File: config.mk
export PLATFORM = sky130hd
export DESIGN_NAME = id_ex_stage_reg_flat
export DESIGN_NICKNAME = d
export VERILOG_FILES = /design/src/rtl/id_ex_stage_reg_if.sv /design/src/rtl/id_ex_stage_reg.sv /design/src/flat_wrapper.sv
export SDC_FILE = /design/constraint.sdc
export NUM_CORES = 1
export LEC_CHECK = 0
export CAP_MARGIN = 15
export CELL_PAD_IN_SITES_DETAIL_PLACEMENT = 1
export CELL_PAD_IN_SITES_GLOBAL_PLACEMENT = 1
export CORE_MARGIN = 1
export CORE_UTILIZATION = 27
export CTS_BUF_LIST = sky130_fd_sc_hd__clkbuf_8
export CTS_CLUSTER_DIAMETER = 150
export DETAILED_ROUTE_END_ITERATION = 6
export HOLD_SLACK_MARGIN = 0.08
export PLACE_DENSITY_LB_ADDON = 0.1
export SETUP_SLACK_MARGIN = 0.4
export SYNTH_ARGS = -nofsm -noshare
export SYNTH_HDL_FRONTEND = slang
export SYNTH_SLANG_ARGS = --single-unit
export TNS_END_PERCENT = 5
File: constraint.sdc
create_clock -name clk -period 4.5 [get_ports clk]
set_input_delay 0.45 -clock clk [delete_from_list [all_inputs] [get_ports clk]]
set_output_delay 0.45 -clock clk [all_outputs]
set_load 0.1 [all_outputs]
File: src/rtl/id_ex_stage_reg_if.sv
// ID/EX boundary bundle: decoded ID-stage fields in, registered EX-stage fields out.
// The ID side drives through master; the pipeline register takes slave.
interface id_ex_stage_reg_if #(
    parameter int DATA_W = 32
);
    logic              RegWriteD;
    logic              MemtoRegD;
    logic              MemWriteD;
    logic              ALUSrcD;
    logic              isShiftD;
    logic              isJalD;
    logic              StopD;
    logic [4:0]        ALUControlD;
    logic [4:0]        rwD;
    logic [4:0]        rsD;
    logic [4:0]        rtD;
    logic [4:0]        shamtD;
    logic [DATA_W-1:0] PC4D;
    logic [DATA_W-1:0] RD1D;
    logic [DATA_W-1:0] RD2D;
    logic [DATA_W-1:0] ImmD;

    logic              RegWriteE;
    logic              MemtoRegE;
    logic              MemWriteE;
    logic              ALUSrcE;
    logic              isShiftE;
    logic              isJalE;
    logic              StopE;
    logic [4:0]        ALUControlE;
    logic [4:0]        rwE;
    logic [4:0]        rsE;
    logic [4:0]        rtE;
    logic [4:0]        shamtE;
    logic [DATA_W-1:0] PC4E;
    logic [DATA_W-1:0] RD1E;
    logic [DATA_W-1:0] RD2E;
    logic [DATA_W-1:0] ImmE;

    modport master (
        output RegWriteD, MemtoRegD, MemWriteD, ALUSrcD,
        output isShiftD, isJalD, StopD,
        output ALUControlD, rwD, rsD, rtD, shamtD,
        output PC4D, RD1D, RD2D, ImmD,
        input  RegWriteE, MemtoRegE, MemWriteE, ALUSrcE,
        input  isShiftE, isJalE, StopE,
        input  ALUControlE, rwE, rsE, rtE, shamtE,
        input  PC4E, RD1E, RD2E, ImmE
    );

    modport slave (
        input  RegWriteD, MemtoRegD, MemWriteD, ALUSrcD,
        input  isShiftD, isJalD, StopD,
        input  ALUControlD, rwD, rsD, rtD, shamtD,
        input  PC4D, RD1D, RD2D, ImmD,
        output RegWriteE, MemtoRegE, MemWriteE, ALUSrcE,
        output isShiftE, isJalE, StopE,
        output ALUControlE, rwE, rsE, rtE, shamtE,
        output PC4E, RD1E, RD2E, ImmE
    );
endinterface

File: src/rtl/id_ex_stage_reg.sv
// ID/EX pipeline register with stall/flush/load-use bubbles and a
// halt-drain controller that freezes the front end after a stop reaches EX.
module id_ex_stage_reg #(
    parameter int DATA_W       = 32,
    parameter int DRAIN_CYCLES = 3
) (
    input  logic              clk,
    input  logic              reset,
    input  logic              StallE,
    input  logic              FlushE,
    input  logic              isLWHazard,
    id_ex_stage_reg_if.slave  bus,
    output logic              ValidE,
    output logic              HoldFront,
    output logic              Halted
);
    localparam int CW = $clog2(DRAIN_CYCLES + 1);

    typedef enum logic [1:0] {
        RUN    = 2'd0,
        DRAIN  = 2'd1,
        HALTED = 2'd2
    } state_t;

    typedef struct packed {
        logic              RegWrite;
        logic              MemtoReg;
        logic              MemWrite;
        logic              ALUSrc;
        logic              isShift;
        logic              isJal;
        logic              Stop;
        logic [4:0]        ALUControl;
        logic [4:0]        rw;
        logic [4:0]        rs;
        logic [4:0]        rt;
        logic [4:0]        shamt;
        logic [DATA_W-1:0] PC4;
        logic [DATA_W-1:0] RD1;
        logic [DATA_W-1:0] RD2;
        logic [DATA_W-1:0] Imm;
        logic              Valid;
    } stage_t;

    state_t  state_q, state_n;
    logic [CW-1:0] cnt_q, cnt_n;
    stage_t  e_q, d_in;
    logic    do_cap, do_bub;

    // Gather the ID-stage inputs into one capture word
    always_comb begin
        d_in            = '0;
        d_in.RegWrite   = bus.RegWriteD;
        d_in.MemtoReg   = bus.MemtoRegD;
        d_in.MemWrite   = bus.MemWriteD;
        d_in.ALUSrc     = bus.ALUSrcD;
        d_in.isShift    = bus.isShiftD;
        d_in.isJal      = bus.isJalD;
        d_in.Stop       = bus.StopD;
        d_in.ALUControl = bus.ALUControlD;
        d_in.rw         = bus.rwD;
        d_in.rs         = bus.rsD;
        d_in.rt         = bus.rtD;
        d_in.shamt      = bus.shamtD;
        d_in.PC4        = bus.PC4D;
        d_in.RD1        = bus.RD1D;
        d_in.RD2        = bus.RD2D;
        d_in.Imm        = bus.ImmD;
        d_in.Valid      = 1'b1;
    end

    // Next-state, drain countdown and register load selection
    always_comb begin
        state_n = state_q;
        cnt_n   = cnt_q;
        do_cap  = 1'b0;
        do_bub  = 1'b0;
        unique case (state_q)
            RUN: begin
                if (FlushE) begin
                    do_bub = 1'b1;
                end else if (StallE) begin
                    do_bub = 1'b0;
                end else if (isLWHazard) begin
                    do_bub = 1'b1;
                end else begin
                    do_cap = 1'b1;
                    if (bus.StopD) begin
                        state_n = DRAIN;
                        cnt_n   = CW'(DRAIN_CYCLES);
                    end
                end
            end
            DRAIN: begin
                do_bub = 1'b1;
                if (cnt_q > CW'(1)) begin
                    cnt_n = cnt_q - CW'(1);
                end else begin
                    cnt_n   = '0;
                    state_n = HALTED;
                end
            end
            HALTED: begin
                do_bub = 1'b1;
                cnt_n  = '0;
            end
            default: begin
                do_bub  = 1'b1;
                state_n = RUN;
                cnt_n   = '0;
            end
        endcase
    end

    // Controller state register
    always_ff @(posedge clk or posedge reset) begin
        if (reset) begin
            state_q <= RUN;
            cnt_q   <= '0;
        end else begin
            state_q <= state_n;
            cnt_q   <= cnt_n;
        end
    end

    // E-stage register: capture, bubble, or hold
    always_ff @(posedge clk or posedge reset) begin
        if (reset) begin
            e_q <= '0;
        end else if (do_bub) begin
            e_q <= '0;
        end else if (do_cap) begin
            e_q <= d_in;
        end
    end

    assign bus.RegWriteE   = e_q.RegWrite;
    assign bus.MemtoRegE   = e_q.MemtoReg;
    assign bus.MemWriteE   = e_q.MemWrite;
    assign bus.ALUSrcE     = e_q.ALUSrc;
    assign bus.isShiftE    = e_q.isShift;
    assign bus.isJalE      = e_q.isJal;
    assign bus.StopE       = e_q.Stop;
    assign bus.ALUControlE = e_q.ALUControl;
    assign bus.rwE         = e_q.rw;
    assign bus.rsE         = e_q.rs;
    assign bus.rtE         = e_q.rt;
    assign bus.shamtE      = e_q.shamt;
    assign bus.PC4E        = e_q.PC4;
    assign bus.RD1E        = e_q.RD1;
    assign bus.RD2E        = e_q.RD2;
    assign bus.ImmE        = e_q.Imm;
    assign ValidE          = e_q.Valid;
    assign HoldFront       = (state_q != RUN);
    assign Halted          = (state_q == HALTED);
endmodule

File: src/flat_wrapper.sv
// flat-port wrapper written by rule: the top's interface ports become plain ports
module id_ex_stage_reg_flat 
#(
    parameter int DATA_W       = 32,
    parameter int DRAIN_CYCLES = 3
)
  (clk, reset, StallE, FlushE, isLWHazard, ValidE, HoldFront, Halted, bus_RegWriteD, bus_MemtoRegD, bus_MemWriteD, bus_ALUSrcD, bus_isShiftD, bus_isJalD, bus_StopD, bus_ALUControlD, bus_rwD, bus_rsD, bus_rtD, bus_shamtD, bus_PC4D, bus_RD1D, bus_RD2D, bus_ImmD, bus_RegWriteE, bus_MemtoRegE, bus_MemWriteE, bus_ALUSrcE, bus_isShiftE, bus_isJalE, bus_StopE, bus_ALUControlE, bus_rwE, bus_rsE, bus_rtE, bus_shamtE, bus_PC4E, bus_RD1E, bus_RD2E, bus_ImmE);
  id_ex_stage_reg_if #(.DATA_W(DATA_W)) bus_i ();
  input  logic clk;
  input  logic reset;
  input  logic StallE;
  input  logic FlushE;
  input  logic isLWHazard;
  output logic ValidE;
  output logic HoldFront;
  output logic Halted;
  input wire logic [$bits(bus_i.RegWriteD)-1:0] bus_RegWriteD;
  input wire logic [$bits(bus_i.MemtoRegD)-1:0] bus_MemtoRegD;
  input wire logic [$bits(bus_i.MemWriteD)-1:0] bus_MemWriteD;
  input wire logic [$bits(bus_i.ALUSrcD)-1:0] bus_ALUSrcD;
  input wire logic [$bits(bus_i.isShiftD)-1:0] bus_isShiftD;
  input wire logic [$bits(bus_i.isJalD)-1:0] bus_isJalD;
  input wire logic [$bits(bus_i.StopD)-1:0] bus_StopD;
  input wire logic [$bits(bus_i.ALUControlD)-1:0] bus_ALUControlD;
  input wire logic [$bits(bus_i.rwD)-1:0] bus_rwD;
  input wire logic [$bits(bus_i.rsD)-1:0] bus_rsD;
  input wire logic [$bits(bus_i.rtD)-1:0] bus_rtD;
  input wire logic [$bits(bus_i.shamtD)-1:0] bus_shamtD;
  input wire logic [$bits(bus_i.PC4D)-1:0] bus_PC4D;
  input wire logic [$bits(bus_i.RD1D)-1:0] bus_RD1D;
  input wire logic [$bits(bus_i.RD2D)-1:0] bus_RD2D;
  input wire logic [$bits(bus_i.ImmD)-1:0] bus_ImmD;
  output wire logic [$bits(bus_i.RegWriteE)-1:0] bus_RegWriteE;
  output wire logic [$bits(bus_i.MemtoRegE)-1:0] bus_MemtoRegE;
  output wire logic [$bits(bus_i.MemWriteE)-1:0] bus_MemWriteE;
  output wire logic [$bits(bus_i.ALUSrcE)-1:0] bus_ALUSrcE;
  output wire logic [$bits(bus_i.isShiftE)-1:0] bus_isShiftE;
  output wire logic [$bits(bus_i.isJalE)-1:0] bus_isJalE;
  output wire logic [$bits(bus_i.StopE)-1:0] bus_StopE;
  output wire logic [$bits(bus_i.ALUControlE)-1:0] bus_ALUControlE;
  output wire logic [$bits(bus_i.rwE)-1:0] bus_rwE;
  output wire logic [$bits(bus_i.rsE)-1:0] bus_rsE;
  output wire logic [$bits(bus_i.rtE)-1:0] bus_rtE;
  output wire logic [$bits(bus_i.shamtE)-1:0] bus_shamtE;
  output wire logic [$bits(bus_i.PC4E)-1:0] bus_PC4E;
  output wire logic [$bits(bus_i.RD1E)-1:0] bus_RD1E;
  output wire logic [$bits(bus_i.RD2E)-1:0] bus_RD2E;
  output wire logic [$bits(bus_i.ImmE)-1:0] bus_ImmE;
  assign bus_i.RegWriteD = bus_RegWriteD;
  assign bus_i.MemtoRegD = bus_MemtoRegD;
  assign bus_i.MemWriteD = bus_MemWriteD;
  assign bus_i.ALUSrcD = bus_ALUSrcD;
  assign bus_i.isShiftD = bus_isShiftD;
  assign bus_i.isJalD = bus_isJalD;
  assign bus_i.StopD = bus_StopD;
  assign bus_i.ALUControlD = bus_ALUControlD;
  assign bus_i.rwD = bus_rwD;
  assign bus_i.rsD = bus_rsD;
  assign bus_i.rtD = bus_rtD;
  assign bus_i.shamtD = bus_shamtD;
  assign bus_i.PC4D = bus_PC4D;
  assign bus_i.RD1D = bus_RD1D;
  assign bus_i.RD2D = bus_RD2D;
  assign bus_i.ImmD = bus_ImmD;
  assign bus_RegWriteE = bus_i.RegWriteE;
  assign bus_MemtoRegE = bus_i.MemtoRegE;
  assign bus_MemWriteE = bus_i.MemWriteE;
  assign bus_ALUSrcE = bus_i.ALUSrcE;
  assign bus_isShiftE = bus_i.isShiftE;
  assign bus_isJalE = bus_i.isJalE;
  assign bus_StopE = bus_i.StopE;
  assign bus_ALUControlE = bus_i.ALUControlE;
  assign bus_rwE = bus_i.rwE;
  assign bus_rsE = bus_i.rsE;
  assign bus_rtE = bus_i.rtE;
  assign bus_shamtE = bus_i.shamtE;
  assign bus_PC4E = bus_i.PC4E;
  assign bus_RD1E = bus_i.RD1E;
  assign bus_RD2E = bus_i.RD2E;
  assign bus_ImmE = bus_i.ImmE;
  id_ex_stage_reg #(.DATA_W(DATA_W), .DRAIN_CYCLES(DRAIN_CYCLES)) u_core (.clk(clk), .reset(reset), .StallE(StallE), .FlushE(FlushE), .isLWHazard(isLWHazard), .bus(bus_i), .ValidE(ValidE), .HoldFront(HoldFront), .Halted(Halted));
endmodule
==> summary.txt <==
Placed design
  • Number of buffer cells added on primary ports: 327
  • Setup Slack @ Placement: 2.036 ns
  • HPWL after detailed placement: 13,280 um
  • Gpl congestion: 0.7355

Synth
  • Post-Synthesis Cell Area: 0.005887 mm^2
  • Net count after synthesis: 541
  • Ranking of synthesized cells by area: sky130_fd_sc_hd__dfrtp_1, sky130_fd_sc_hd__a22o_1, sky130_fd_sc_hd__buf_2, sky130_fd_sc_hd__buf_6, sky130_fd_sc_hd__a32o_1
  • Mean Syn Cell Area: 15.66 um^2
  • Gate count of the mapped netlist: 376
  • Fraction of synthesized cell area taken by the top area cell type: 70.14%
  • Yosys synthesis warning count: 0
  • Register area share after synthesis: 70.14%
  • Unique masters post-synth: 16
  • Count of state elements after synthesis: 165
  • Largest area contributor in the synthesized netlist: sky130_fd_sc_hd__dfrtp_1

Global route
  • Global-route wire length before repair: 29,240 um
  • Pin count of the biggest net entering global routing: 101
  • Global route overflow: 0
  • Via count of the first global-routing pass: 4,982
  • Total Routing Usage GR: 17.23%
  • Number of antenna violations at the first check in global routing: 1

Timing
  • Worst Tran Pin Value: 1.102 ns
  • Maximum clock frequency: 368.9 MHz
  • Number of pins exceeding their max-slew limit in the final report: 0
  • Number of hold violations in the final report: 0
  • Part of the cycle the worst path needs: 60.25%
  • Unrepaired setup endpoints after global routing: no
  • Fin worst setup slack: 1.789 ns
  • Remaining max-slew budget at the tightest pin: 26.53%
  • Worst-case clock skew: 0.01715 ns
  • Setup TNS: 0 ns
  • Final number of setup-violating endpoints: 0
  • Min cycle time layout: 2.711 ns

Status
  • Run status: finished clean

Pwr
  • Power share of the sequential group: 40.7%
  • Switching Fraction: 41.16%
  • Static Leakage: 4.284 nW
  • Power share of the combinational group: 34.5%
  • Worst ir drop on vdd: 0.0001487 V
  • Power spent charging and discharging nets: 1.656 mW
  • Total power density per cell area: 414.4 mW/mm^2
  • Portion of total power attributed to the clock network: 24.8%
  • Internal power of the cells: 2.368 mW

Clock network
  • Number of clock sinks: 165
  • CTS tree: done
  • Count of buffers added by post-CTS timing repair for setup: 0
  • Post-CTS resize count: 0
  • Inserted Clock Buffers: 17
  • Latest clock arrival within the worst-skew pair: 0.44 ns
  • Clock buffer depth: 2
  • H-tree Lvls: 4
  • # hold bufs at CTS: 0
  • CTS root buf: sky130_fd_sc_hd__clkbuf_8
  • Clock transition at the registers of the reported paths: 0.09 ns

Detailed routing
  • Total routed wirelength: 19,100 um
  • DRT antenna net count: 0
  • First-pass iteration count of the detailed router: 4
  • Average routed wire per standard cell: 19.45 um
  • Vias post-DR: 4,638
  • Via-per-instance ratio: 4.723
  • Number of DRC violations after detailed-routing iteration 0: 169
  • DR DRC count: 0

Worst setup path
  • Critical Path, Cell by Cell: or2_4 -> clkdlybuf4s50_1
  • Crit path DAT: 2.26 ns
  • Critical-path cell with the highest stage delay: sky130_fd_sc_hd__clkdlybuf4s50_1
  • Register-to-register path setup slack: 2.29 ns
  • Critical path type: reg2out
  • Startpoint Class: flip-flop
  • Number of buffers and inverters on the critical path: 1
  • Crit-path max cell delay: 1.15 ns
  • Reg-to-reg critical path startpoint: u_core.state_q[0]
  • Critical Path Fanout Max: 8
  • Critical R2R Capture: u_core.bus.RD1E[6]
  • Endpoint class of the critical path: output pin
  • Data required time of the worst path: 4.05 ns
  • Worst r2r path cells: 4
  • Cell type group with the largest total delay on the critical path: buffers and inverters

Worst hold path
  • Worst min-delay path class: in2async

Floorplanning
  • Total Die Area: 0.02240 mm^2
  • Number of core rows: 53
  • Starting density of the core: 27.74%
  • Core area: 0.02122 mm^2
  • Count of pins on the block boundary: 328
  • Die outline width: 149.7 um
  • Die boundary height: 149.7 um

Layout
  • Share of cells above drive strength 1: 6.091%
  • Post-layout nets: 858
  • Synth-to-Final Area Change: 64.99%

Run
  • # Max-Cap Violations: 0
metrics by stage:
stage / utilization [%] / power, mW / instance area (um^2) / hold WS (ns) / cells
3_3_place_gp: 44.04 / 3.047 / 9345 / 0.4633 / 949
4_1_cts: 45.76 / 4.096 / 9711 / 0.4835 / 981
3_5_place_dp: 44.04 / 3.066 / 9345 / 0.4731 / 949
5_1_grt: 45.76 / 4.202 / 9711 / 0.5058 / 981
6_report: 45.77 / 4.025 / 9713 / 0.4878 / 982
2_1_floorplan: - / 2.647 / 5891 / 0.5286 / 376
sequential cells by signal, indices dropped and copies added, names as in the netlist, 2 cells and up:
name,count
u_core.bus.rsE,5
u_core.bus.ImmE,32
u_core.bus.RD2E,32
u_core.bus.PC4E,32
u_core.bus.RD1E,32
u_core.bus.rwE,5
u_core.bus.shamtE,5
u_core.state_q,2
u_core.cnt_q,2
u_core.bus.ALUControlE,5
u_core.bus.rtE,5
final cells by class:
type | count | area (um^2)
flip-flops and latches | 165 | 4129
multi-input cells | 173 | 1523
diodes | 1 | 2.502
fillers | 2198 | 11510
well taps | 275 | 344.1
repair buffers | 334 | 3338
clock buffers | 18 | 247.7
clock inverters | 14 | 117.6
inverters | 2 | 11.26
synth_stat cells:
| cell type | n |
|---|---|
| sky130_fd_sc_hd__dfrtp_1 | 165 |
| sky130_fd_sc_hd__a22o_1 | 161 |
| sky130_fd_sc_hd__buf_2 | 26 |
| sky130_fd_sc_hd__buf_6 | 10 |
| sky130_fd_sc_hd__a32o_1 | 2 |
| sky130_fd_sc_hd__inv_1 | 2 |
| sky130_fd_sc_hd__a21o_1 | 1 |
| sky130_fd_sc_hd__mux2i_1 | 1 |
| sky130_fd_sc_hd__nand2_1 | 1 |
| sky130_fd_sc_hd__nand2b_1 | 1 |
| sky130_fd_sc_hd__nand3b_1 | 1 |
| sky130_fd_sc_hd__nor2_1 | 1 |
| sky130_fd_sc_hd__nor3b_2 | 1 |
| sky130_fd_sc_hd__nor4_2 | 1 |
| sky130_fd_sc_hd__o21ai_0 | 1 |
| sky130_fd_sc_hd__or2_4 | 1 |
worst reg2reg max path, cell delays in order, from the launching register on:
cell	delay (ns)
sky130_fd_sc_hd__dfrtp_1	0.46
sky130_fd_sc_hd__or2_4	0.30
sky130_fd_sc_hd__nor3b_4	0.20
sky130_fd_sc_hd__buf_4	0.83
sky130_fd_sc_hd__a22o_1	0.37
metal layers:
layer | up-vias | routed length [um] | GRT usage [%]
li1 | 2079 | - | -
met5 | - | 0 | 0
met3 | 16 | 1754 | 6.646
met1 | 2336 | 8021 | 21.45
met4 | 0 | 243 | 5.657
met2 | 207 | 9085 | 27.31
layout by cell type, fill, tap and decap left out, types with 2 or more instances in the layout:
master | Yosys | final
sky130_fd_sc_hd__clkdlybuf4s50_1 | 0 | 327
sky130_fd_sc_hd__clkinv_2 | 0 | 2
sky130_fd_sc_hd__clkinv_4 | 0 | 6
sky130_fd_sc_hd__dfrtp_1 | 165 | 165
sky130_fd_sc_hd__clkbuf_8 | 0 | 18
sky130_fd_sc_hd__buf_4 | 0 | 6
sky130_fd_sc_hd__inv_6 | 0 | 5
sky130_fd_sc_hd__a32o_1 | 2 | 2
sky130_fd_sc_hd__a22o_1 | 161 | 161
power groups by stage:
stage                     clock (mW)  sequential, mW  combinational, mW
after global placement             0            1.66               1.38
after floorplan                    0            2.32              0.326
final                          0.996            1.64               1.39
after CTS                       1.05            1.64               1.40
after detailed placement           0            1.67               1.40
after global routing            1.10            1.65               1.44
worst max-delay path by stage:
stage,startpoint,end,slack (ns),cells after the start
floorplan,reset,u_core.ValidE,1.95,1
global placement,StallE,u_core.bus.ImmE[7],2.10,4
detailed placement,isLWHazard,u_core.cnt_q[0],2.04,4
CTS,u_core.state_q[0],HoldFront,1.74,2
global route,u_core.state_q[0],HoldFront,1.69,2
finish,u_core.state_q[0],HoldFront,1.79,2
logic make-up (layout without fill, tap and decap cells):
group | after synthesis | count (layout) | synth area share [%]
buf+inv | 38 | 368 | 4.251
compound gates | 165 | 165 | 24.51
other cells | 0 | 1 | 0
mux | 1 | 1 | 0.1700
simple gates | 7 | 7 | 0.9351
flops | 165 | 165 | 70.14
(Power assumes the default switching activity.)
